<file path="src/rtl/div_seq_ctrl.sv">
// div_seq_ctrl: multi-cycle radix-2 restoring divide controller for the EX stage.
// Runs DATA_W iterations for DIV/DIVU, holds the pipeline through stall_req_o
// while busy, and presents remainder/quotient as the HI/LO pair.
//
// Handshake: the issuing stage raises start_i and keeps it high (with stable
// operands) for as long as stall_req_o is high. done_o marks hi_o/lo_o as valid
// and stays high while start_i stays high. A new operation is accepted only
// after start_i has been low for at least one cycle. annul_i withdraws the
// request in any state: the operation is dropped, done_o does not rise for it,
// and hi_o/lo_o keep their previous values.
module div_seq_ctrl #(
    parameter int DATA_W = 32
) (
    input  logic              clk,
    input  logic              rst,
    input  logic              start_i,
    input  logic              signed_i,
    input  logic [DATA_W-1:0] dividend_i,
    input  logic [DATA_W-1:0] divisor_i,
    input  logic              annul_i,
    output logic              stall_req_o,
    output logic              done_o,
    output logic [DATA_W-1:0] hi_o,
    output logic [DATA_W-1:0] lo_o,
    output logic [1:0]        dbg_state_o
);

    localparam int CNT_W = (DATA_W > 1) ? $clog2(DATA_W) : 1;

    typedef enum logic [1:0] {
        S_IDLE   = 2'd0,
        S_BYZERO = 2'd1,
        S_ON     = 2'd2,
        S_END    = 2'd3
    } state_t;

    state_t             r_state;
    state_t             w_state_nxt;
    logic [CNT_W-1:0]   r_cnt;
    logic [DATA_W-1:0]  r_rem;
    logic [DATA_W-1:0]  r_quo;
    logic [DATA_W-1:0]  r_dvs;
    logic               r_neg_q;
    logic               r_neg_r;
    logic [DATA_W-1:0]  r_hi;
    logic [DATA_W-1:0]  r_lo;

    logic               w_start_ok;
    logic               w_stall;
    logic               w_last_iter;
    logic               w_a_neg;
    logic               w_b_neg;
    logic [DATA_W-1:0]  w_a_mag;
    logic [DATA_W-1:0]  w_b_mag;
    logic [DATA_W:0]    w_shift;
    logic               w_ge;
    logic [DATA_W-1:0]  w_sub;
    logic [DATA_W-1:0]  w_rem_nxt;
    logic [DATA_W-1:0]  w_quo_nxt;
    logic [DATA_W-1:0]  w_q_fix;
    logic [DATA_W-1:0]  w_r_fix;

    assign w_start_ok  = start_i & ~annul_i;
    assign w_last_iter = (r_cnt == CNT_W'(DATA_W - 1));

    // Operand magnitudes: negative inputs are two's-complement negated for DIV.
    assign w_a_neg = signed_i & dividend_i[DATA_W-1];
    assign w_b_neg = signed_i & divisor_i[DATA_W-1];
    assign w_a_mag = w_a_neg ? (~dividend_i + 1'b1) : dividend_i;
    assign w_b_mag = w_b_neg ? (~divisor_i + 1'b1) : divisor_i;

    // One restoring step: shift {rem,quo} left, subtract when it fits.
    // The shifted remainder needs one extra bit; when w_ge holds, the true
    // difference is below 2**DATA_W so the low bits of the subtraction suffice.
    assign w_shift   = {r_rem, r_quo[DATA_W-1]};
    assign w_ge      = (w_shift >= {1'b0, r_dvs});
    assign w_sub     = w_shift[DATA_W-1:0] - r_dvs;
    assign w_rem_nxt = w_ge ? w_sub : w_shift[DATA_W-1:0];
    assign w_quo_nxt = {r_quo[DATA_W-2:0], w_ge};

    // Sign fixup applied to the final step's result as it is registered.
    assign w_q_fix = r_neg_q ? (~w_quo_nxt + 1'b1) : w_quo_nxt;
    assign w_r_fix = r_neg_r ? (~w_rem_nxt + 1'b1) : w_rem_nxt;

    // State register.
    always_ff @(posedge clk or negedge rst) begin
        if (!rst) begin
            r_state <= S_IDLE;
        end else begin
            r_state <= w_state_nxt;
        end
    end

    // Next-state and stall request; annul_i overrides everything.
    always_comb begin
        w_state_nxt = r_state;
        w_stall     = 1'b0;
        case (r_state)
            S_IDLE: begin
                if (w_start_ok) begin
                    w_stall     = 1'b1;
                    w_state_nxt = (divisor_i == '0) ? S_BYZERO : S_ON;
                end
            end
            S_ON: begin
                w_stall = 1'b1;
                if (w_last_iter) begin
                    w_state_nxt = S_END;
                end
            end
            S_BYZERO: begin
                w_stall     = 1'b1;
                w_state_nxt = S_END;
            end
            S_END: begin
                if (!start_i) begin
                    w_state_nxt = S_IDLE;
                end
            end
            default: w_state_nxt = S_IDLE;
        endcase
        if (annul_i) begin
            w_state_nxt = S_IDLE;
            w_stall     = 1'b0;
        end
    end

    // Datapath: operand latch, iteration, and result capture on entry to END.
    always_ff @(posedge clk or negedge rst) begin
        if (!rst) begin
            r_cnt   <= '0;
            r_rem   <= '0;
            r_quo   <= '0;
            r_dvs   <= '0;
            r_neg_q <= 1'b0;
            r_neg_r <= 1'b0;
            r_hi    <= '0;
            r_lo    <= '0;
        end else begin
            case (r_state)
                S_IDLE: begin
                    if (w_start_ok) begin
                        r_cnt <= '0;
                        r_rem <= '0;
                        if (divisor_i != '0) begin
                            r_quo   <= w_a_mag;
                            r_dvs   <= w_b_mag;
                            r_neg_q <= w_a_neg ^ w_b_neg;
                            r_neg_r <= w_a_neg;
                        end else begin
                            // Raw dividend becomes the remainder for divide-by-zero.
                            r_quo <= dividend_i;
                        end
                    end
                end
                S_ON: begin
                    r_rem <= w_rem_nxt;
                    r_quo <= w_quo_nxt;
                    r_cnt <= r_cnt + 1'b1;
                    if (w_last_iter && !annul_i) begin
                        r_hi <= w_r_fix;
                        r_lo <= w_q_fix;
                    end
                end
                S_BYZERO: begin
                    if (!annul_i) begin
                        r_hi <= r_quo;
                        r_lo <= '1;
                    end
                end
                default: begin
                end
            endcase
        end
    end

    assign stall_req_o = w_stall & rst;
    assign done_o      = (r_state == S_END);
    assign hi_o        = r_hi;
    assign lo_o        = r_lo;
    assign dbg_state_o = r_state;

endmodule

</file>
<file path="config.mk">
export PLATFORM = sky130hd
export DESIGN_NAME = div_seq_ctrl
export DESIGN_NICKNAME = d
export VERILOG_FILES = /design/src/rtl/div_seq_ctrl.sv
export SDC_FILE = /design/constraint.sdc
export NUM_CORES = 1
export LEC_CHECK = 0
export ABC_CLOCK_PERIOD_IN_PS = 6300
export BUFFER_PORTS_ARGS = -buffer_cell sky130_fd_sc_hd__buf_2
export CAP_MARGIN = 15
export CORE_MARGIN = 5
export CORE_UTILIZATION = 24
export CTS_CLUSTER_SIZE = 12
export DETAILED_ROUTE_END_ITERATION = 10
export SETUP_SLACK_MARGIN = 0.1
export SLEW_MARGIN = 0
export SYNTH_ARGS = -nofsm -noshare
export SYNTH_HDL_FRONTEND = slang
export SYNTH_SLANG_ARGS = --single-unit
</file>
<file path="constraint.sdc">
create_clock -name clk -period 6.3 [get_ports clk]
set_clock_uncertainty 0.15 [all_clocks]
set_input_delay 0 -clock clk [delete_from_list [all_inputs] [get_ports clk]]
set_output_delay 0 -clock clk [all_outputs]
set_load 0.005 [all_outputs]
</file>
==> flow_summary.json <==
{
  "place_congestion": 0.879,
  "cts.htree.levels": 4,
  "rows": 85,
  "ir_drop_v": 0.000165,
  "async_reset_ff_frac": 1.00,
  "synth_top_family_by_area": "compound AO/OA/AOI/OAI gates",
  "power.density_nw_per_um2": 384,
  "relSlewSlack": 0.255,
  "synth_xor_area_frac": 0.0870,
  "crit_chain": "ha_1 > nand4_1 > nor3_1 > nand4_1 > o211a_2 > nand2_4 > clkinv_1 > mux2i_1 > ha_1 > inv_1 > or3_1 > or3_1 > nor2_1 > a32oi_1 > or3_4 > nor3b_2 > a41oi_1 > mux2i_1 > nand3_1",
  "worstMarginPinSlew_ps": 1110,
  "avgRoutedWirePerCell_um": 18.1,
  "ys_ff_latch": 169,
  "min_period_ps": 5290,
  "r2r-end": "hi_o[28]",
  "layout_commonest_cell": "nand2_1",
  "postCtsSetupBuffers": 0,
  "fp.dieH_um": 242,
  "grt-ovfl-total": 0,
  "r2r_slack_ps": 1010,
  "dpl_cell_area_um2": 14000,
  "grt_pass1_vias": 12100,
  "tns_ps": 0,
  "cp-end-kind": "flop",
  "fmax_mhz": 189,
  "drtAntennaViolNets": 0,
  "viasPerCell": 5.10,
  "path_max_fanout": 10,
  "swShare": 0.473,
  "p_clk_frac": 0.188,
  "insertion_delay_ps": 450,
  "dr.pass1.iters": 8,
  "start_kind": "flop",
  "synth-compound-area-share": 0.235,
  "port_buffers": 136,
  "maxSlewViolCount": 0,
  "vias": 12600,
  "yosys_warnings": 0,
  "cp.depth": 19,
  "remaining_drc_errors": 0,
  "worst_path_dominant_cell_family": "simple AND/OR/NAND/NOR gates",
  "status": "finished clean",
  "dpl_worst_slack_ps": 1080,
  "cts_tree": "done",
  "synth.distinct_cells": 105,
  "fin_nets": 1873,
  "final_cell_mix": "170 x nand2_1, 169 x dfrtp_1, 158 x nor2_1, 154 x a21oi_1, 135 x buf_2",
  "syn_area_um2": 12900,
  "synth-seq-area-share": 0.328,
  "leakage_nw": 6.59,
  "crit_end": "hi_o[28]",
  "timing.final.ws_setup_ps": 1010,
  "criticalPathCategory": "flop to flop",
  "rsz0062_at_grt": "false",
  "grt_antenna_before_repair": 0,
  "start_util": 0.241,
  "internal-power_mw": 3.18,
  "crit_start": "r_rem[21]",
  "period_share": 0.840,
  "final-hold-violation-count": 0,
  "critical_path_buf_inv_count": 2,
  "synth-simple-area-share": 0.215,
  "die_w_um": 242,
  "grt_max_degree": 67,
  "hpwl_um": 33700,
  "timing.rr.start": "r_rem[21]",
  "clockBufferDepth": 2,
  "synth-edff-count": 0,
  "crit_slowest_cell": "nor3_1",
  "io_pins": 137,
  "rr_worst_depth": 19,
  "grt_pass1_wl_um": 70800,
  "cts_buffers": 17,
  "drive_gt1_frac": 0.135,
  "core_um2": 53500,
  "cts_resized": 0,
  "cp.arrival_ps": 5470,
  "cp_data_required_time_ps": 6480,
  "synthAdderAreaFrac": 0.0423,
  "final_area_um2": 15700,
  "power_frac_comb": 0.494,
  "setup_violations": 0,
  "drv_cap": 0,
  "synth_cells": 1591,
  "cp_slowest_stage_delay_ps": 520,
  "synthMuxAreaShare": 0.0314,
  "synthesis.nets": 1703,
  "min_path_type": "input pin to async pin",
  "synth_area_per_cell_um2": 8.10,
  "syn_to_final_growth_pct": 21.9,
  "cts_root_buf": "clkbuf_16",
  "sequentialPowerShare": 0.318,
  "die-area_um2": 58400,
  "p_sw_mw": 2.85,
  "drtIter0Drc": 1118,
  "synth_ff_type": "dfrtp_1",
  "wl_um": 44600,
  "grtUsageTotal": 0.147,
  "cts_sinks": 169,
  "clk_pin_slew_ps": 80
}
power by group through the flow:
stage                     clock network (mW)  registers [mW]  logic [mW]
after detailed placement                   0            1.92        2.89
after global placement                     0            1.91        2.84
after global routing                    1.19            1.97        3.31
final                                   1.13            1.92        2.98
after CTS                               1.15            1.91        2.97
after floorplan                            0            1.74        2.15
metal layers:
metal	up-vias	global-route usage	share of wire
li1	6055	-	-
met1	6046	0.213	0.47
met2	464	0.231	0.44
met3	40	0.0297	0.070
met4	0	0.0262	0.012
met5	-	0	0
kinds of logic (layout without fill, tap and decap cells):
| kind of cell | count (synthesis) | in the layout |
|---|---|---|
| fa+ha+maj | 43 | 43 |
| other cells | 0 | 1 |
| buf+inv | 167 | 350 |
| simple gates | 560 | 560 |
| flops | 169 | 169 |
| mux | 37 | 37 |
| xor+xnor | 128 | 128 |
| compound gates | 487 | 487 |
cell usage after synthesis, types with 5 or more instances:
cell      count  area, µm²
dfrtp_1     169       4230
a21oi_1     155        776
xnor2_1      55        482
buf_6         6       67.6
clkbuf_1     64        240
mux2_2        7       78.8
and3_1       19        119
and2_1       13       81.3
and4_1        8       70.1
or3_1        20        125
nand3_1      40        200
xor2_1       73        639
o21ai_1      12       60.1
inv_1        65        244
o31ai_1      19        143
nand2_1     170        638
a22o_1       12        105
a21o_1       11       82.6
nand3b_1      5       37.5
nor3_1       38        190
buf_2        15       75.1
a211oi_1     14        105
o211ai_1      8       60.1
nand2b_1      5       31.3
o21ai_0     123        616
o41ai_1      12        105
nor4_1       13       81.3
clkbuf_8      6       82.6
mux2i_1      28        280
nand4_1      18        113
ha_1         42        526
nor2_1      160        601
a31oi_1      19        119
o21a_1        6       45.0
o22ai_1      38        238
or4_1        11       82.6
stage by stage:
| step | hold slack [ps] | util | cells | total power [mW] |
|---|---|---|---|---|
| 6_report | 10.6 | 0.294 | 2471 | 6.03 |
| 5_1_grt | 37.3 | 0.294 | 2470 | 6.47 |
| 4_1_cts | 11.4 | 0.294 | 2470 | 6.03 |
| 3_5_place_dp | -119 | 0.262 | 2336 | 4.81 |
| 3_3_place_gp | -131 | 0.262 | 2336 | 4.75 |
| 2_1_floorplan | -446 | - | 1591 | 3.88 |
registers in the layout (all words and copies together) (netlist names):
| register | count |
|---|---|
| hi_o | 32 |
| lo_o | 32 |
| r_dvs | 32 |
| r_quo | 32 |
| r_rem | 32 |
| r_cnt | 5 |
| dbg_state_o | 2 |
| r_neg_q | 1 |
| r_neg_r | 1 |
worst reg2reg max path, stage by stage, from the launching register on:
cell	delay, ps
dfrtp_1	460
ha_1	510
nand4_1	240
nor3_1	520
nand4_1	190
o211a_2	250
nand2_4	150
clkinv_1	120
mux2i_1	260
ha_1	190
inv_1	60
or3_1	390
or3_1	400
nor2_1	120
a32oi_1	100
or3_4	460
nor3b_2	180
a41oi_1	160
mux2i_1	190
nand3_1	80
timing repair:
item | in CTS | in global routing
endpoints found under the hold margin | 129 | 0
hold buffers | 102 | 0
endpoints found under the setup margin | 0 | 0
final cells by class:
class | count | area (µm²)
inverter | 66 | 248
tap | 696 | 871
timing repair buffer | 252 | 1830
multi-input combinational | 1255 | 7900
fill | 5656 | 37800
clock inverter | 15 | 204
antenna | 1 | 2.50
clock buffer | 17 | 425
sequential | 169 | 4230
worst min path at each step:
stage / from / endpoint / slack [ps]
after floorplan: rst / dbg_state_o[0] / -450
final: rst / lo_o[10] / 10
after global placement: rst / lo_o[10] / -130
after CTS: rst / lo_o[10] / 10
after global routing: rst / lo_o[3] / 40
after detailed placement: rst / lo_o[10] / -120
No activity file was read; power rests on OpenSTA's default activity.
